[src/rtl/ahb_mtx_out_arbiter_param_if.sv]
// Bus-side signals seen by one matrix output-stage arbiter.
// The master side drives the muxed address phase; the slave side is the arbiter.
interface ahb_mtx_out_arbiter_param_if #(
  parameter int NUM_PORTS = 4,
  parameter int PORT_W    = 2
);
  logic [NUM_PORTS-1:0] req_port;
  logic                 HREADYM;
  logic                 HSELM;
  logic [1:0]           HTRANSM;
  logic [2:0]           HBURSTM;
  logic                 HMASTLOCKM;
  logic [PORT_W-1:0]    addr_in_port;
  logic                 no_port;
  logic                 hold_active;

  modport master (
    output req_port, HREADYM, HSELM, HTRANSM, HBURSTM, HMASTLOCKM,
    input  addr_in_port, no_port, hold_active
  );

  modport slave (
    input  req_port, HREADYM, HSELM, HTRANSM, HBURSTM, HMASTLOCKM,
    output addr_in_port, no_port, hold_active
  );
endinterface

[src/rtl/ahb_mtx_out_arbiter_param.sv]
// Output-stage arbiter for one shared slave port of the AHB matrix.
// Grants one input stage at a time, holding across locked, fixed-length and short INCR bursts.
module ahb_mtx_out_arbiter_param #(
  parameter int NUM_PORTS        = 4,
  parameter int PORT_W           = 2,
  parameter int ARB_MODE         = 0,
  parameter int INCR_BEATS       = 4,
  parameter int EARLY_INCR_LIMIT = 1
) (
  input logic                        HCLK,
  input logic                        HRESETn,
  ahb_mtx_out_arbiter_param_if.slave bus
);
  localparam logic [1:0] TR_IDLE   = 2'b00;
  localparam logic [1:0] TR_BUSY   = 2'b01;
  localparam logic [1:0] TR_NONSEQ = 2'b10;
  localparam logic [1:0] TR_SEQ    = 2'b11;

  logic [3:0]        remain_q, remain_nxt;
  logic              hold_q, hold_nxt;
  logic [1:0]        early_q, early_nxt;
  logic [PORT_W-1:0] grant_q, grant_nxt;
  logic              no_port_q, no_port_nxt;

  logic              low_hit, oth_hit, hi_hit, sw_hit;
  logic [PORT_W-1:0] low_idx, oth_idx, hi_idx, sw_idx;

  // Burst tracker: remain counts SEQ beats still owed after the current one.
  always_comb begin
    remain_nxt = remain_q;
    hold_nxt   = hold_q;
    if (!bus.HSELM) begin
      remain_nxt = '0;
      hold_nxt   = 1'b0;
    end else begin
      case (bus.HTRANSM)
        TR_IDLE: begin
          remain_nxt = '0;
          hold_nxt   = 1'b0;
        end
        TR_BUSY: ;
        TR_SEQ: begin
          if (remain_q == '0) hold_nxt = 1'b0;
          else                remain_nxt = remain_q - 4'd1;
        end
        TR_NONSEQ: begin
          case (bus.HBURSTM)
            3'b110, 3'b111: begin remain_nxt = 4'd14; hold_nxt = 1'b1; end
            3'b100, 3'b101: begin remain_nxt = 4'd6;  hold_nxt = 1'b1; end
            3'b010, 3'b011: begin remain_nxt = 4'd2;  hold_nxt = 1'b1; end
            3'b001: begin
              if (early_q == 2'(EARLY_INCR_LIMIT)) begin
                remain_nxt = '0;
                hold_nxt   = 1'b0;
              end else begin
                remain_nxt = 4'(INCR_BEATS - 2);
                hold_nxt   = 1'b1;
              end
            end
            default: begin remain_nxt = '0; hold_nxt = 1'b0; end
          endcase
        end
        default: begin remain_nxt = 'x; hold_nxt = 1'bx; end
      endcase
    end
  end

  // Counts INCR bursts restarted before their hold ran out; starves nobody past the limit.
  always_comb begin
    early_nxt = early_q;
    if (!hold_nxt)                                      early_nxt = '0;
    else if (hold_q && bus.HTRANSM == TR_NONSEQ && early_q != 2'd3) early_nxt = early_q + 2'd1;
  end

  // Descending scan so the lowest matching index is the one left standing.
  always_comb begin
    low_hit = 1'b0; low_idx = '0;
    oth_hit = 1'b0; oth_idx = '0;
    hi_hit  = 1'b0; hi_idx  = '0;
    for (int i = NUM_PORTS - 1; i >= 0; i--) begin
      if (bus.req_port[i]) begin
        low_hit = 1'b1;
        low_idx = PORT_W'(i);
        if (PORT_W'(i) != grant_q) begin oth_hit = 1'b1; oth_idx = PORT_W'(i); end
        if (PORT_W'(i) >  grant_q) begin hi_hit  = 1'b1; hi_idx  = PORT_W'(i); end
      end
    end
  end

  // With nothing above the current port, the lowest other requester is the wrapped choice.
  assign sw_hit = oth_hit;
  assign sw_idx = (ARB_MODE == 0 && hi_hit) ? hi_idx : oth_idx;

  always_comb begin
    grant_nxt   = grant_q;
    no_port_nxt = no_port_q;
    if (bus.HMASTLOCKM || hold_nxt) begin
      grant_nxt   = grant_q;
    end else if (no_port_q) begin
      if (low_hit) begin
        grant_nxt   = low_idx;
        no_port_nxt = 1'b0;
      end
    end else if (sw_hit) begin
      grant_nxt   = sw_idx;
      no_port_nxt = 1'b0;
    end else if (!bus.HSELM) begin
      no_port_nxt = 1'b1;
    end
  end

  always_ff @(posedge HCLK or negedge HRESETn) begin
    if (!HRESETn) begin
      remain_q  <= '0;
      hold_q    <= 1'b0;
      early_q   <= '0;
      grant_q   <= '0;
      no_port_q <= 1'b1;
    end else if (bus.HREADYM) begin
      remain_q  <= remain_nxt;
      hold_q    <= hold_nxt;
      early_q   <= early_nxt;
      grant_q   <= grant_nxt;
      no_port_q <= no_port_nxt;
    end
  end

  assign bus.addr_in_port = grant_q;
  assign bus.no_port      = no_port_q;
  assign bus.hold_active  = hold_q;
endmodule

[src/flat_wrapper.sv]
// flat-port wrapper written by rule: the top's interface ports become plain ports
module ahb_mtx_out_arbiter_param_flat 
#(
  parameter int NUM_PORTS        = 4,
  parameter int PORT_W           = 2,
  parameter int ARB_MODE         = 0,
  parameter int INCR_BEATS       = 4,
  parameter int EARLY_INCR_LIMIT = 1
)
  (HCLK, HRESETn, bus_req_port, bus_HREADYM, bus_HSELM, bus_HTRANSM, bus_HBURSTM, bus_HMASTLOCKM, bus_addr_in_port, bus_no_port, bus_hold_active);
  ahb_mtx_out_arbiter_param_if #(.NUM_PORTS(NUM_PORTS), .PORT_W(PORT_W)) bus_i ();
  input logic HCLK;
  input logic HRESETn;
  input wire logic [$bits(bus_i.req_port)-1:0] bus_req_port;
  input wire logic [$bits(bus_i.HREADYM)-1:0] bus_HREADYM;
  input wire logic [$bits(bus_i.HSELM)-1:0] bus_HSELM;
  input wire logic [$bits(bus_i.HTRANSM)-1:0] bus_HTRANSM;
  input wire logic [$bits(bus_i.HBURSTM)-1:0] bus_HBURSTM;
  input wire logic [$bits(bus_i.HMASTLOCKM)-1:0] bus_HMASTLOCKM;
  output wire logic [$bits(bus_i.addr_in_port)-1:0] bus_addr_in_port;
  output wire logic [$bits(bus_i.no_port)-1:0] bus_no_port;
  output wire logic [$bits(bus_i.hold_active)-1:0] bus_hold_active;
  assign bus_i.req_port = bus_req_port;
  assign bus_i.HREADYM = bus_HREADYM;
  assign bus_i.HSELM = bus_HSELM;
  assign bus_i.HTRANSM = bus_HTRANSM;
  assign bus_i.HBURSTM = bus_HBURSTM;
  assign bus_i.HMASTLOCKM = bus_HMASTLOCKM;
  assign bus_addr_in_port = bus_i.addr_in_port;
  assign bus_no_port = bus_i.no_port;
  assign bus_hold_active = bus_i.hold_active;
  ahb_mtx_out_arbiter_param #(.NUM_PORTS(NUM_PORTS), .PORT_W(PORT_W), .ARB_MODE(ARB_MODE), .INCR_BEATS(INCR_BEATS), .EARLY_INCR_LIMIT(EARLY_INCR_LIMIT)) u_core (.HCLK(HCLK), .HRESETn(HRESETn), .bus(bus_i));
endmodule
[config.mk]
export PLATFORM = sky130hd
export DESIGN_NAME = ahb_mtx_out_arbiter_param_flat
export DESIGN_NICKNAME = d
export VERILOG_FILES = /design/src/rtl/ahb_mtx_out_arbiter_param_if.sv /design/src/rtl/ahb_mtx_out_arbiter_param.sv /design/src/flat_wrapper.sv
export SDC_FILE = /design/constraint.sdc
export NUM_CORES = 1
export LEC_CHECK = 0
export CAP_MARGIN = 20
export CORE_AREA = 2 2 55 57
export DETAILED_ROUTE_END_ITERATION = 7
export DIE_AREA = 0 0 57 59
export GPL_ROUTABILITY_DRIVEN = 0
export RECOVER_POWER = 50
export SETUP_SLACK_MARGIN = 0.15
export SLEW_MARGIN = 20
export SYNTH_ARGS = -nofsm -noshare
export SYNTH_HDL_FRONTEND = slang
export SYNTH_SLANG_ARGS = --single-unit
export TNS_END_PERCENT = 30
[constraint.sdc]
create_clock -name HCLK -period 2.18 [get_ports HCLK]
set_input_delay 0.436 -clock HCLK [delete_from_list [all_inputs] [get_ports HCLK]]
set_output_delay 0.436 -clock HCLK [all_outputs]
set_load 0.1 [all_outputs]
### Word level (Yosys, flattened, before mapping)

Index checks and enable logic that the tools add are counted.

| storage, ports and cells | value |
|---|---|
| bits in registers | 10 |
| word-level logic and storage cells | 105 |
| input port bits | 14 |
| output and inout bits | 4 |

| operators by class | value |
|---|---|
| bitwise logic cells | 1 |
| equality and inequality tests | 18 |
| reduce and logical (&&, ||, !) cells | 15 |
| $add $sub $neg | 2 |
| magnitude comparators | 4 |
| multiplexer cells | 60 |

Operator list:

| operator | number |
|---|---|
| $mux W2 | 27 |
| $mux W1 | 27 |
| $pmux W4 S4 | 1 |
| $eq A3 B3 Y1 const B | 4 |
| $pmux W4 S3 | 1 |
| $mux W4 | 2 |
| $eq A3 B2 Y1 const B | 2 |
| $ne A2 B2 Y1 const B | 3 |
| $reduce_or A2 Y1 | 3 |
| $reduce_or A6 Y1 | 1 |
| $eq A2 B2 Y1 const B | 2 |
| $gt A1 B2 Y1 const A | 2 |
| $gt A2 B2 Y1 const A | 2 |
| $logic_not A4 Y1 | 1 |
| $ne A2 B2 Y1 const A | 2 |
| $ne A4 B1 Y1 const B | 1 |
| $reduce_and A2 Y1 | 2 |
| $reduce_and A4 Y1 | 1 |
| $reduce_bool A2 Y1 | 2 |
| $sub A4 B1 Y4 const B | 1 |
| $eq A3 B1 Y1 const B | 1 |
| $ne A3 B3 Y1 const B | 1 |
| $pmux W1 S3 | 1 |
| $reduce_and A3 Y1 | 1 |
| other kinds (8) | 9 |

### Depth between registers and ports, before layout

| depth | value |
|---|---|
| word-level depth | 12 |
| gate-level depth with buffers | 7 |
| gate-level depth less buffers | 7 |

### Worst setup path after synthesis

OpenSTA, ideal clock, no wires.

| timing path | value |
|---|---|
| path type | register -> register |
| start | reg u_core.grant_q[1] (netlist: u_core.bus.addr_in_port[1]) |
| end | reg u_core.grant_q[0] (netlist: u_core.bus.addr_in_port[0]) |
| path buffers | 1 |
| data required time | 2,051 ps |
| setup slack | -30 ps |
| library setup time | 129 ps |
| clock period less this slack | 2,210 ps |
| stages on the path, launching flop included | 7 |
| arrival | 2,082 ps |
| path through | dfrtp_1 buf_2 nand2b_1 a21oi_1 o221ai_2 nand4_2 mux2_1 |

| on the way | value |
|---|---|
| word-level cells in the longest chain between the ends | 12 |
| elaborated cells on any way between the ends | 45 |
| classes of those cells | order compare (4); eq/ne (3); mux (35); reduce/logical (3) |

RTL lines:

| element | line | text |
|---|---|---|
| from (decl) | ahb_mtx_out_arbiter_param.sv:22 | `logic [PORT_W-1:0] grant_q, grant_nxt;` |
| from (signal assigned) | ahb_mtx_out_arbiter_param.sv:123 | `grant_q <= grant_nxt;` |
| $gt A2 B2 Y1 / $ne A2 B2 Y1 (equally long branches) | ahb_mtx_out_arbiter_param.sv:85, ahb_mtx_out_arbiter_param.sv:84 |  |
| $mux W2 (tied with other cells) | ahb_mtx_out_arbiter_param.sv:85 | `if (PORT_W'(i) > grant_q) begin hi_hit = 1'b1; hi_idx = PORT_W'(i); end` |
| $mux W2 / $mux W1 (equally long branches) | ahb_mtx_out_arbiter_param.sv:81 | `if (bus.req_port[i]) begin` |
| $mux W2 (tied with other cells) | ahb_mtx_out_arbiter_param.sv:85 |  |
| $mux W2 / $mux W1 (equally long branches) | ahb_mtx_out_arbiter_param.sv:81 |  |
| $mux W2 (tied with other cells) | ahb_mtx_out_arbiter_param.sv:85 |  |
| $mux W2 / $mux W1 (equally long branches) | ahb_mtx_out_arbiter_param.sv:81 |  |
| $mux W2 (tied with other cells) | ahb_mtx_out_arbiter_param.sv:85 |  |
| $mux W2 / $mux W1 (equally long branches) | ahb_mtx_out_arbiter_param.sv:81 |  |
| $mux W2 | ahb_mtx_out_arbiter_param.sv:92 | `assign sw_idx = (ARB_MODE == 0 && hi_hit) ? hi_idx : oth_idx;` |
| $mux W2 | ahb_mtx_out_arbiter_param.sv:104 | `end else if (sw_hit) begin` |
| $mux W2 | ahb_mtx_out_arbiter_param.sv:99 | `end else if (no_port_q) begin` |

Several ways; a longest one is shown, not always the timed one. The select of a mux whose other input is x is not followed.
A chain may end at the register's enable or synchronous reset.

### Final worst setup path

| timing path | value |
|---|---|
| start | in bus_HBURSTM[2] |
| end | reg u_core.early_q[0] |

| on the way | value |
|---|---|
| word-level cells in the longest chain between the ends | 7 |
| elaborated cells on any way between the ends | 14 |
| classes of those cells | eq/ne (8); mux (4); reduce/logical (2) |

RTL lines:

| element | line | text |
|---|---|---|
| from (decl) | flat_wrapper.sv:18 | `input wire logic [$bits(bus_i.HBURSTM)-1:0] bus_HBURSTM;` |
| $eq A3 B3 Y1 / $eq A3 B2 Y1 (equally long branches) | ahb_mtx_out_arbiter_param.sv:47 | `case (bus.HBURSTM)` |
| $reduce_or A6 Y1 (no source line) | - |  |
| $pmux W1 S2 * | ahb_mtx_out_arbiter_param.sv:47 |  |
| $pmux W1 S3 * | ahb_mtx_out_arbiter_param.sv:36 | `case (bus.HTRANSM)` |
| $mux W1 * | ahb_mtx_out_arbiter_param.sv:32 | `if (!bus.HSELM) begin` |
| $ne A2 B2 Y1 (no source line) | - |  |
| $reduce_and A2 Y1 (no source line) | - |  |
| to (signal assigned) | ahb_mtx_out_arbiter_param.sv:122 | `early_q <= early_nxt;` |
| to (decl) | ahb_mtx_out_arbiter_param.sv:21 | `logic [1:0] early_q, early_nxt;` |

Every way passes the cells marked *; elsewhere a longest branch is shown, timed or not.

==> out/qor.yml <==
status:
  run_status: "completed"
clock_tree:
  cts_repair_resize_count: 0
  ctsHtreeMaxLevel: 1
  cts.root.buffer_cell: "sky130_fd_sc_hd__clkbuf_4"
  clock-sinks: 10
  cts.hold.buffers_added: 0
  tritoncts: "built"
  clock_insertion_delay_worst_skew_ns: 0.27
  clk_transition_reported_paths_ns: 0.06
  numCtsBuffers: 3
  clock_tree.buffer_depth: 2
  cts_post_setup_buffers_inserted: 0
sta:
  timing.max_slew.rel_slack_pct: 64.20
  report.final.hold_viol_count: 0
  maxSlewViolCount: 0
  hold_ws_ns: 0.5256
  max_freq_mhz: 558.9
  grt_setup_unrepaired: "false"
  fin_skew_ns: 0.01334
  min_period_over_period_pct: 82.08
  fin_crit_ns: 1.789
  timing.setup.tns_ns: 0
  final.setup.worst_slack_ns: 0.3906
  worstMarginPinSlew_ns: 0.5393
  setup-violations-final: 0
placed_design:
  portBuffers: 17
  dpl-instance-area_mm2: 0.001003
  detailed_place_hpwl_mm: 1.395
  pre_cts_ws_ns: 0.1041
  place.detailed.instances: 142
global_route:
  grt_antenna_before_repair: 0
  grtUsageMet1_pct: 15.06
  grt_max_degree: 12
  vias_in_the_first_global_route: 713
  grt_use_total_pct: 11.21
  grt_busiest_layer: "met2"
  grt-ovfl-total: 0
  globalRouteMet2Util_pct: 18.06
  grt_use_met3_pct: 2.402
  grt_pass1_wl_mm: 2.987
power_and_ir_drop:
  p_leak_nw: 0.4416
  max-vdd-ir-drop_uv: 647.0
  intPower_mw: 0.4615
  total_power_mw: 0.8725
  power_density_mw_per_mm2: 843.2
  pwr-share-comb_pct: 48.5
  power.net_switching_mw: 0.4110
  power.sequential.fraction_pct: 32.3
  clock_power_share_pct: 19.2
  switching_share_pct: 47.10
detailed_routing:
  drt_first_pass_iters: 4
  wl_per_cell_um: 12.16
  vias: 750
  drt_wl_total_mm: 1.775
  postRouteAntennaNets: 0
  viasPerCell: 5.137
  drc_errors: 0
  drt_iter0_markers: 37
logic_synthesis:
  synth_enable_flop_cells: 0
  synth_flop_cell: "sky130_fd_sc_hd__dfrtp_1"
  syn_avg_cell_area_um2: 8.516
  syn-instance-count: 93
  share_of_synthesized_registers_carrying_an_async_set_or_reset_pct: 100.0
  synth_top_cells_by_area: "sky130_fd_sc_hd__dfrtp_1 28%, sky130_fd_sc_hd__ha_1 6.3%, sky130_fd_sc_hd__nand2_1 5.2%"
  register_area_share_after_synthesis_pct: 31.75
  proportion_of_netlist_area_held_by_the_largest_area_contributor_pct: 28.44
  netlist_area_um2: 792.0
  synth_top_area_cell: "sky130_fd_sc_hd__dfrtp_1"
  yosys.cell_types.count: 36
  postSynthRegisterBits: 10
  yosysWarnings: 0
  synth_fp_nets: 111
die:
  die-area_mm2: 0.003363
  design.portCount: 18
  die_height_um: 59
  fp-row-count: 19
  core_area_mm2: 0.002710
  dieWidth_um: 57
  starting_density_pct: 29.22
layout:
  layout.cells.non_filler: 146
  nets: 134
  postLayoutCoreUtil_pct: 38.18
  layout.cell_area.non_filler_mm2: 0.001035
  post_route_cells_drive_above_1_share_pct: 17.39
  n_antenna_cell: 0
  filler_cell_count: 292
  area.growth.synth_to_final_pct: 30.65
setup_path:
  critical-path-max-stage-delay_ns: 0.47
  timing.critical_path.to_type: "flop"
  critical-path-top-delay-family: "compound AO/OA/AOI/OAI gates"
  cp_data_arrival_time_ns: 1.94
  cp_cell_sequence: "clkdlybuf4s50_1 -> o311a_4 -> o21ai_4 -> buf_4 -> o21ai_0 -> a21o_1"
  crit_fanout: 5
  sort_of_element_at_the_start_of_the_critical_path: "primary input"
  setup.worst_path.class: "primary input to flop"
  cp_num_buf_inv: 2
  crit_slowest_cell: "sky130_fd_sc_hd__clkdlybuf4s50_1"
  required_ns: 2.33
job:
  timing.max_cap.violations: 0
hold_path:
  hold_class: "flop to flop"
## metal layers
layer  routed length [um]  vias to the layer above
met1                  867                      337
li1                     -                      381
met5                    0                        -
met2                  789                       30
met4                    3                        0
met3                  114                        2
## layout by cell type, fill, tap and decap left out, types with 3 or more instances in the layout
| cell | instances |
|---|---|
| sky130_fd_sc_hd__a31oi_1 | 3 |
| sky130_fd_sc_hd__ha_1 | 4 |
| sky130_fd_sc_hd__buf_4 | 4 |
| sky130_fd_sc_hd__dfrtp_1 | 7 |
| sky130_fd_sc_hd__inv_1 | 8 |
| sky130_fd_sc_hd__nor2_1 | 8 |
| sky130_fd_sc_hd__clkbuf_4 | 3 |
| sky130_fd_sc_hd__clkdlybuf4s50_1 | 12 |
| sky130_fd_sc_hd__nor3_1 | 5 |
| sky130_fd_sc_hd__a21oi_1 | 7 |
| sky130_fd_sc_hd__nand2_1 | 11 |
| sky130_fd_sc_hd__o21a_1 | 3 |
| sky130_fd_sc_hd__o21ai_0 | 6 |
## power by group through the flow
| stage | combinational, mW | clock (mW) | sequential (mW) |
|---|---|---|---|
| 3_5_place_dp | 0.431 | 0 | 0.284 |
| 2_1_floorplan | 0.181 | 0 | 0.423 |
| 6_report | 0.423 | 0.168 | 0.282 |
| 4_1_cts | 0.432 | 0.172 | 0.280 |
| 3_3_place_gp | 0.427 | 0 | 0.283 |
| 5_1_grt | 0.450 | 0.181 | 0.290 |
## final timing paths
kind / endpoint / depth (start not counted) / startpoint / slack, ns
max: u_core.early_q[0] / 6 / bus_HBURSTM[2] / 0.39
min: u_core.early_q[1] / 1 / u_core.early_q[1] / 0.53
max reg2reg: u_core.early_q[0] / 8 / u_core.early_q[1] / 0.42
min reg2reg: u_core.early_q[1] / 1 / u_core.early_q[1] / 0.53
max in group asynchronous: u_core.bus.addr_in_port[0] / 1 / HRESETn / 1.25
min in group asynchronous: u_core.bus.hold_active / 1 / HRESETn / 0.56
## sequential cells by signal, indices dropped and copies added (netlist names)
register                 flops
u_core.bus.hold_active       1
u_core.remain_q              4
u_core.early_q               2
u_core.bus.addr_in_port      2
u_core.bus.no_port           1
## cells in the mapped netlist, drive strengths merged, types with 2 or more instances
cell and number:
inv 8, o21a 3, dfrtp 9, nor2b 2, o21ai 8, a21o 2
nand2b 2, nor3 5, ha 4, a31oi 3, nand2 11, a21oi 7
mux2 3, nor2 8
## layout make-up
class	count	area [um2]	area share (%)
multi-input combinational	74	505.5	48.85
timing repair buffer	19	170.2	16.45
clock buffer	4	36.28	3.507
inverter	8	30.03	2.902
sequential	10	254.0	24.55
tap	31	38.79	3.748
## cells by family (layout without fill, tap and decap cells)
family	after synthesis	after routing	synth area share, %
AOI/OAI and AO/OA	33	33	30.49
xor gates and xnor gates	1	1	1.106
adders and majority gates	4	4	6.319
buffers and inverters	9	31	4.423
DFF	10	10	31.75
muxes	3	3	4.265
and+or+nand+nor	33	33	21.64
(Power assumes the default switching activity.)
